`src/rtl/game_tick_gen.sv`:
```
// game_tick_gen: fast/slow/level-scaled drop enable strobes, all on CLOCK_50M.
module game_tick_gen #(
   parameter int CNT_W     = 32,
   parameter int FAST_DIV  = 5000000,
   parameter int SLOW_MULT = 6,
   parameter int DROP_BASE = 25000000,
   parameter int DROP_STEP = 2000000,
   parameter int DROP_MIN  = 2500000,
   parameter int LEVEL_W   = 4
) (
   input  logic               CLOCK_50M,
   input  logic               reset_n,
   input  logic               enable,
   input  logic               pause,
   input  logic               drop_restart,
   input  logic [LEVEL_W-1:0] level,
   output logic               tick_fast,
   output logic               tick_slow,
   output logic               tick_drop,
   output logic               sq_fast,
   output logic               level_sat
);
   localparam int PW = CNT_W + LEVEL_W;
   if (FAST_DIV < 2 || SLOW_MULT < 1 || DROP_MIN < 2 || DROP_MIN > DROP_BASE ||
       (longint'(FAST_DIV) >> CNT_W) != 0 || (longint'(SLOW_MULT) >> CNT_W) != 0 ||
       (longint'(DROP_BASE) >> CNT_W) != 0 || (longint'(DROP_STEP) >> CNT_W) != 0) begin : g_param_err
      $error("game_tick_gen: illegal parameter set");
   end
   logic [CNT_W-1:0] fast_cnt_q, fast_cnt_d, slow_cnt_q, slow_cnt_d;
   logic [CNT_W-1:0] drop_cnt_q, drop_cnt_d, drop_period_q, drop_period_d;
   logic             tick_fast_q, tick_fast_d, tick_slow_q, tick_slow_d, tick_drop_q, tick_drop_d;
   logic             sq_q, sq_d, sat_q, sat_d;
   logic [PW-1:0]    lvl_step, diff;
   logic [CNT_W-1:0] next_period;
   logic             fast_wrap, slow_wrap, drop_wrap, run_drop, reload;
   // Wide product and subtraction so no level value can wrap the period.
   always_comb begin
      lvl_step    = PW'(level) * PW'(DROP_STEP);
      diff        = PW'(DROP_BASE) - lvl_step;
      next_period = (lvl_step > PW'(DROP_BASE - DROP_MIN)) ? CNT_W'(DROP_MIN) : diff[CNT_W-1:0];
   end
   always_comb begin
      fast_wrap     = fast_cnt_q == CNT_W'(FAST_DIV - 1);
      slow_wrap     = slow_cnt_q == CNT_W'(SLOW_MULT - 1);
      drop_wrap     = drop_cnt_q >= drop_period_q - CNT_W'(1);
      run_drop      = enable && !pause;
      tick_fast_d   = enable && fast_wrap;
      fast_cnt_d    = !enable ? fast_cnt_q : fast_wrap ? '0 : fast_cnt_q + CNT_W'(1);
      sq_d          = sq_q ^ tick_fast_d;
      tick_slow_d   = tick_fast_d && slow_wrap;
      slow_cnt_d    = !tick_fast_d ? slow_cnt_q : slow_wrap ? '0 : slow_cnt_q + CNT_W'(1);
      tick_drop_d   = !drop_restart && run_drop && drop_wrap;
      drop_cnt_d    = drop_restart ? '0 : !run_drop ? drop_cnt_q : drop_wrap ? '0 : drop_cnt_q + CNT_W'(1);
      reload        = drop_restart || tick_drop_d;
      drop_period_d = reload ? next_period : drop_period_q;
      sat_d         = reload ? (next_period == CNT_W'(DROP_MIN)) : sat_q;
   end
   always_ff @(posedge CLOCK_50M or negedge reset_n) begin
      if (!reset_n) begin
         fast_cnt_q    <= '0;
         slow_cnt_q    <= '0;
         drop_cnt_q    <= '0;
         drop_period_q <= CNT_W'(DROP_BASE);
         tick_fast_q   <= 1'b0;
         tick_slow_q   <= 1'b0;
         tick_drop_q   <= 1'b0;
         sq_q          <= 1'b0;
         sat_q         <= 1'b0;
      end else begin
         fast_cnt_q    <= fast_cnt_d;
         slow_cnt_q    <= slow_cnt_d;
         drop_cnt_q    <= drop_cnt_d;
         drop_period_q <= drop_period_d;
         tick_fast_q   <= tick_fast_d;
         tick_slow_q   <= tick_slow_d;
         tick_drop_q   <= tick_drop_d;
         sq_q          <= sq_d;
         sat_q         <= sat_d;
      end
   end
   assign tick_fast = tick_fast_q;
   assign tick_slow = tick_slow_q;
   assign tick_drop = tick_drop_q;
   assign sq_fast   = sq_q;
   assign level_sat = sat_q;
endmodule

```
`config.mk`:
```
export PLATFORM = sky130hd
export DESIGN_NAME = game_tick_gen
export DESIGN_NICKNAME = d
export VERILOG_FILES = /design/src/rtl/game_tick_gen.sv
export SDC_FILE = /design/constraint.sdc
export NUM_CORES = 1
export LEC_CHECK = 0
export BUFFER_PORTS_ARGS = -buffer_cell sky130_fd_sc_hd__buf_2
export CAP_MARGIN = 20
export CORE_MARGIN = 3
export CORE_UTILIZATION = 45
export CTS_CLUSTER_SIZE = 25
export DETAILED_ROUTE_END_ITERATION = 12
export GPL_ROUTABILITY_DRIVEN = 1
export RECOVER_POWER = 25
export SYNTH_ARGS = -nofsm -noshare
export SYNTH_HDL_FRONTEND = slang
export SYNTH_SLANG_ARGS = --single-unit
```
`constraint.sdc`:
```
create_clock -name CLOCK_50M -period 10 [get_ports CLOCK_50M]
set_input_delay 1 -clock CLOCK_50M [delete_from_list [all_inputs] [get_ports CLOCK_50M]]
set_output_delay 1 -clock CLOCK_50M [all_outputs]
set_load 0.02 [all_outputs]
```
==> impl_metrics.tcl, run 1 <==
set metrics [dict create \
    outcome "finished, violations left" \
    failed_checks "max-capacitance violations, max-slew violations" \
    hold_class "reg2reg" \
    synth_nets 932 \
    htreeDepth 4 \
    dr.pass1.iters 5 \
    gp_congestion 0.851 \
    initial_core_util_pct 46.8 \
    ir_worst_vdd_mv 0.119 \
    slowest_delay_ns 0.63 \
    post_cts_buffers 0 \
    slowest_stage "a21oi_4" \
    antenna_found_initial 0 \
    netlist_area_um2 8270 \
    netlist_instances 866 \
    p_leak_nw 3.63 \
    insertedDiodeCount 0 \
    synth.area.top_cells "dfrtp_1 (33%), ha_1 (7.9%), xnor2_1 (6.4%)" \
    rows 48 \
    crit_chain "or3_1, or4_4, nor2_2, nand2_1, nor3_4, a21oi_1, ha_1, a21oi_1, nand2_1, a221oi_1, o211ai_4, a21oi_4, mux2_2" \
    drt_iter0_markers 532 \
    slew_headroom_pct -95.8 \
    post_cts_resized 0 \
    drive_gt1_share_pct 10.4 \
    grt_pass1_vias 6532 \
    cp_top_family "compound AO/OA/AOI/OAI gates" \
    drt_wl_total_um 18600 \
    yosysUniqueCellTypes 85 \
    syn_avg_cell_area_um2 9.55 \
    cp.arrival_ns 4.94 \
    routedWlPerCell_um 16.8 \
    maxCapViolCount 1 \
    synth_top_area_share_pct 33.3 \
    fin_skew_ns 0.00939 \
    fmax_mhz 216 \
    synth-async-reset-ratio_pct 100 \
    final_util_pct 50.8 \
    coreArea_um2 17700 \
    fin_nets 935 \
    synth-edff-count 0 \
    worstPathRequired_ns 10.30 \
    final_antenna_net_count 0 \
    clk_pin_slew_ns 0.06 \
    start_kind "flip-flop" \
    ys_ff_latch 122 \
    ios 14 \
    period_share_pct 46.4 \
    cts_tree "done" \
    fp.dieArea_um2 20000 \
    fillers 1608 \
    ys.flop_type "dfrtp_1" \
    worst_pin_slew_ns 2.94 \
    grt_max_degree 69 \
    cts_max_path_buffers 2 \
    grt_pass1_wl_um 32100 \
    crit_type "reg2reg" \
    rsz0062_at_grt "false" \
    critPathCaptureType "flip-flop" \
    clkLatencyLatePin_ns 0.42 \
    yosysWarningCount 0 \
    seq_area_frac_synth_pct 37.1 \
    slew_viol_final 56 \
    clock-sinks 122 \
    die_w_um 142 \
    setup_viol_count_final 0 \
    finalHoldViolCount 0 \
    drc 0 \
    min_period_ns 4.64 \
    overflow 0 \
    holdBufCountCts 0 \
    path_buf_inv 0 \
    portBuffers 13 \
    yosysTopAreaCell "dfrtp_1" \
    die-height_um 142 \
    grtUsageTotal_pct 19.5 \
    p_per_area_nw_per_um2 163 \
    dp_hpwl_um 12800 \
    area_growth_pct 8.41 \
    numCtsBuffers 17 \
    vias 6659 \
    crit_fanout 22 \
    root_buffer "clkbuf_16" \
    routed_via_density 6.02 \
    tns_ns 0 \
]
stage by stage:
stage | power, W | std cells | hold slack (ns) | worst slack (ns) | instance area, um^2
6_report | 0.00146 | 1107 | 0.462 | 5.36 | 8970
5_1_grt | 0.00153 | 1107 | 0.488 | 5.09 | 8970
4_1_cts | 0.00147 | 1107 | 0.465 | 5.40 | 8990
3_5_place_dp | 0.000896 | 1075 | 0.453 | 5.34 | 8440
3_3_place_gp | 0.000883 | 1075 | 0.449 | 5.46 | 8440
2_1_floorplan | 0.000818 | 866 | 0.443 | 6.09 | 8270
final cells by class:
cell class	instances	area [um^2]	share of cell area, %
clock buffers	20	457	5.09
clock inverters	12	90.1	1.00
inverters	42	158	1.76
multi-input cells	670	4830	53.8
flip-flops and latches	122	3070	34.2
well taps	225	282	3.14
repair buffers	16	85.1	0.949
final timing paths:
kind                                  start          endpoint  slack [ns]  depth (start not counted)
max reg2reg                drop_period_q[7]  drop_period_q[5]        5.36                         13
min                                 sq_fast           sq_fast        0.46                          1
min reg2reg                         sq_fast           sq_fast        0.46                          1
max                        drop_period_q[7]  drop_period_q[5]        5.36                         13
max in group asynchronous           reset_n     drop_cnt_q[0]        6.36                          2
min in group asynchronous           reset_n    slow_cnt_q[10]        1.53                          1
logic make-up (layout without fill, tap and decap cells):
group                    Yosys count  in the layout  share of synthesized area (%)
flip-flops                       122            122                           37.1
multiplexers                       8              8                           1.01
XOR/XNOR                          94             94                           9.95
AO/OA/AOI/OAI                    159            159                           14.5
buffers and inverters             74             90                           4.33
AND/OR/NAND/NOR                  352            352                           24.0
adder cells (fa/ha/maj)           57             57                           9.08
power by group:
part | leakage [nW] | internal, W | total [W] | switching, W
clock network | 0.251 | 0.000331 | 0.000568 | 0.000238
logic | 1.76 | 0.000120 | 0.000281 | 0.000161
registers | 1.62 | 0.000550 | 0.000609 | 0.0000582
total | 3.63 | 0.00100 | 0.00146 | 0.000457
sequential cells by signal (all words and copies together), names as in the netlist:
register / flops
fast_cnt_q: 32
tick_drop: 1
tick_fast: 1
sq_fast: 1
tick_slow: 1
drop_period_q: 21
level_sat: 1
drop_cnt_q: 32
slow_cnt_q: 32
worst register-to-register path, stage by stage (launching register included):
cell      delay [ns]
dfrtp_1         0.42
or3_1           0.41
or4_4           0.46
nor2_2          0.19
nand2_1         0.15
nor3_4          0.24
a21oi_1         0.11
ha_1            0.31
a21oi_1         0.15
nand2_1         0.07
a221oi_1        0.60
o211ai_4        0.38
a21oi_4         0.63
mux2_2          0.40
per-layer routing:
metal	track usage [%]	up-vias	wire length (um)
met4	8.08	0	402
met3	3.61	35	716
met5	0	-	0
met1	27.5	3266	8970
li1	-	3187	-
met2	29.6	171	8470
cell usage in the layout (no fill, tap or decap), types with 34 or more instances in the layout:
master	synthesis	routed
nand4_1	36	37
nor2_1	61	61
nand2_1	70	70
xnor2_1	60	60
inv_1	41	41
ha_1	52	52
dfrtp_1	110	110
xor2_1	34	34
nand3_1	51	51
a21oi_1	35	35
cells in the mapped netlist (5+ instances only):
cell type,n
nor3_1,21
xnor2_1,60
nand2_1,70
fa_1,5
nand4_1,36
xor2_1,34
o211ai_1,11
a21o_1,5
nand3_1,51
and4_1,6
and3_1,17
dfstp_2,12
nor2b_1,5
nor2_1,61
o32ai_1,10
mux2i_1,5
buf_6,8
nor3_2,5
nor4b_1,6
a211o_1,8
a32o_1,7
clkbuf_1,16
o31a_1,6
nor4_1,17
dfrtp_1,110
and2_1,10
a21oi_1,35
o31ai_1,10
o21a_1,6
or3_1,9
inv_1,41
a31oi_1,5
ha_1,52
o21ai_0,22
Note: power is estimated with default switching activity, not from simulation.
==> run 2, diff against run 1 <==
clock period = 4.2 ns   (was 10 ns; I/O delays follow)
==> run 2 against run 1 <==
Compared with the run above: the run still ends with max-capacitance violations, max-slew violations left; routed wire length increased by 7.2%; largest cell class unchanged; final cell count increased by 2.4%; count of clock-buffer cells in the layout decreased by 2; clock power increased to 2.7 times the previous value; first-iteration DRC count decreased by 4.1%; sequential power increased by 140%; via count increased by 2.2%.
==> impl_metrics.tcl, run 2 (synthesis results as in run 1) <==
set metrics [dict create \
    netSwitchingFraction_pct 30.6 \
    routedWlPerCell_um 17.5 \
    setup_viol_count_final 0 \
    portBuffers 13 \
    rows 48 \
    period_share_pct 96.8 \
    wl_met3_um 755 \
    hold_class "in2reg" \
    start_kind "flip-flop" \
    area_growth_pct 12.9 \
    crit_chain "or4_1, nor4_1, nand2_2, nor4_4, xnor2_1, ha_1, nand4_1, nor4_4, nand2_2, o211ai_4, a21oi_4, buf_6, o41ai_2" \
    clock-sinks 122 \
    drt_wl_total_um 19900 \
    slowest_stage "or4_1" \
    root_buffer "clkbuf_16" \
    maxCapViolCount 1 \
    slew_viol_final 74 \
    cts_max_path_buffers 2 \
    holdBufCountCts 0 \
    grt_pass1_vias 6588 \
    die_w_um 142 \
    wl_met1_um 9490 \
    power_frac_clock_pct 41.9 \
    ios 14 \
    intPower_w 0.00258 \
    vias 6807 \
    clk_pin_slew_ns 0.06 \
    numCtsBuffers 17 \
    grt_pass1_wl_um 33100 \
    routed_via_density 6.00 \
    finalInstanceArea_um2 9340 \
    r2r_setup_slack_ns 0.13 \
    failed_checks "max-capacitance violations, max-slew violations" \
    slowest_delay_ns 0.59 \
    fmax_mhz 246 \
    drc 0 \
    htreeDepth 4 \
    initial_core_util_pct 46.8 \
    fp.dieArea_um2 20000 \
    seqPwrFrac_pct 39.1 \
    netSwitchingPower_w 0.00113 \
    ir_worst_vdd_mv 0.310 \
    overflow 0 \
    coreArea_um2 17700 \
    critPathCaptureType "flip-flop" \
    p_per_area_nw_per_um2 397 \
    fin_skew_ns 0.0103 \
    drive_gt1_share_pct 14.3 \
    final_util_pct 52.9 \
    comb_power_share_pct 19.0 \
    place_area_um2 8520 \
    outcome "finished, violations left" \
    routed.top_layer "met4" \
    grtUsageTotal_pct 20.1 \
    worst_pin_slew_ns 1.81 \
    p_leak_nw 3.85 \
    layout_commonest_cell "dfrtp_1" \
    reg_top3 "drop_cnt_q: 32 flops, fast_cnt_q: 32 flops, slow_cnt_q: 32 flops" \
    antenna_found_initial 0 \
    dr.pass1.iters 5 \
    slew_headroom_pct -20.9 \
    wl_met2_um 9350 \
    insertedDiodeCount 0 \
    most-common-layout-cells "dfrtp_1 (110), nand2_1 (68), xnor2_1 (60), nor2_1 (60), ha_1 (52)" \
    min_period_ns 4.07 \
    cts_tree "done" \
    drt_iter0_markers 510 \
    worstPathRequired_ns 4.51 \
    final_antenna_net_count 0 \
    dp_hpwl_um 13700 \
    grt_max_degree 74 \
    die-height_um 142 \
    crit_fanout 7 \
    cp.arrival_ns 4.38 \
    gp_congestion 0.875 \
    finalHoldViolCount 0 \
    crit_type "reg2reg" \
    fin_nets 962 \
    clkLatencyLatePin_ns 0.42 \
]
run 2: cell count changes in the layout (fill, tap and decap cells not counted), sizes merged:
cell	change
clkbuf	-2
clkinv	+2
clkinvlp	-5
o211a	+1
buf	+26
bufinv	+3
inv	+2
run 2: stage by stage:
| step | instances | hold WS [ns] | power (W) | TNS, ns | setup WS (ns) |
|---|---|---|---|---|---|
| floorplan | 866 | 0.124 | 0.00195 | 0 | 0.451 |
| global placement | 1086 | 0.449 | 0.00212 | 0 | 0.0609 |
| detailed placement | 1086 | 0.452 | 0.00215 | -0.131 | -0.0795 |
| CTS | 1120 | 0.162 | 0.00372 | 0 | 0.0223 |
| global route | 1134 | 0.354 | 0.00390 | -0.0359 | -0.0193 |
| finish | 1134 | 0.329 | 0.00371 | 0 | 0.133 |
run 2: metal layers:
metal | GRT usage (%) | vias up
li1 | - | 3247
met1 | 27.9 | 3350
met2 | 31.9 | 181
met3 | 3.47 | 29
met4 | 6.77 | 0
met5 | 0 | -
run 2: worst paths after layout:
| path | from | endpoint | depth (start not counted) |
|---|---|---|---|
| setup / recovery | drop_period_q[17] | drop_period_q[23] | 13 |
| hold / removal | enable | fast_cnt_q[0] | 2 |
| setup reg to reg | drop_period_q[17] | drop_period_q[23] | 13 |
| hold reg to reg | sq_fast | sq_fast | 1 |
| max in group asynchronous | reset_n | drop_period_q[24] | 2 |
| min in group asynchronous | reset_n | slow_cnt_q[11] | 1 |
run 2: what timing repair did:
item,4_1_cts,5_1_grt
gates cloned,1,0
setup endpoints to repair,12,45
setup buffers,1,14
hold endpoints to repair,0,0
resized for setup,4,8
pin swaps,1,11
run 2: power groups by stage:
stage | logic, W | clock network, W | registers [W]
after floorplan | 0.000513 | 0 | 0.00144
after global placement | 0.000657 | 0 | 0.00146
after detailed placement | 0.000680 | 0 | 0.00147
after CTS | 0.000694 | 0.00158 | 0.00145
after global routing | 0.000791 | 0.00164 | 0.00147
final | 0.000705 | 0.00156 | 0.00145
run 2: critical path, delay by kind of cell, from the launching register on:
family	cells	cell delay, ns
AO/OA/AOI/OAI	3	0.75
XOR/XNOR	1	0.11
adder cells (fa/ha/maj)	1	0.30
buffers and inverters	1	0.20
flip-flops	1	0.42
AND/OR/NAND/NOR	7	2.18
run 2: area by class of cell:
type / instances / area (um^2)
Tap cell: 225 / 282
Fill cell: 1598 / 8320
Multi-Input combinational cell: 671 / 4920
Inverter: 42 / 158
Clock inverter: 14 / 186
Sequential cell: 122 / 3070
Clock buffer: 18 / 439
Timing Repair Buffer: 42 / 284
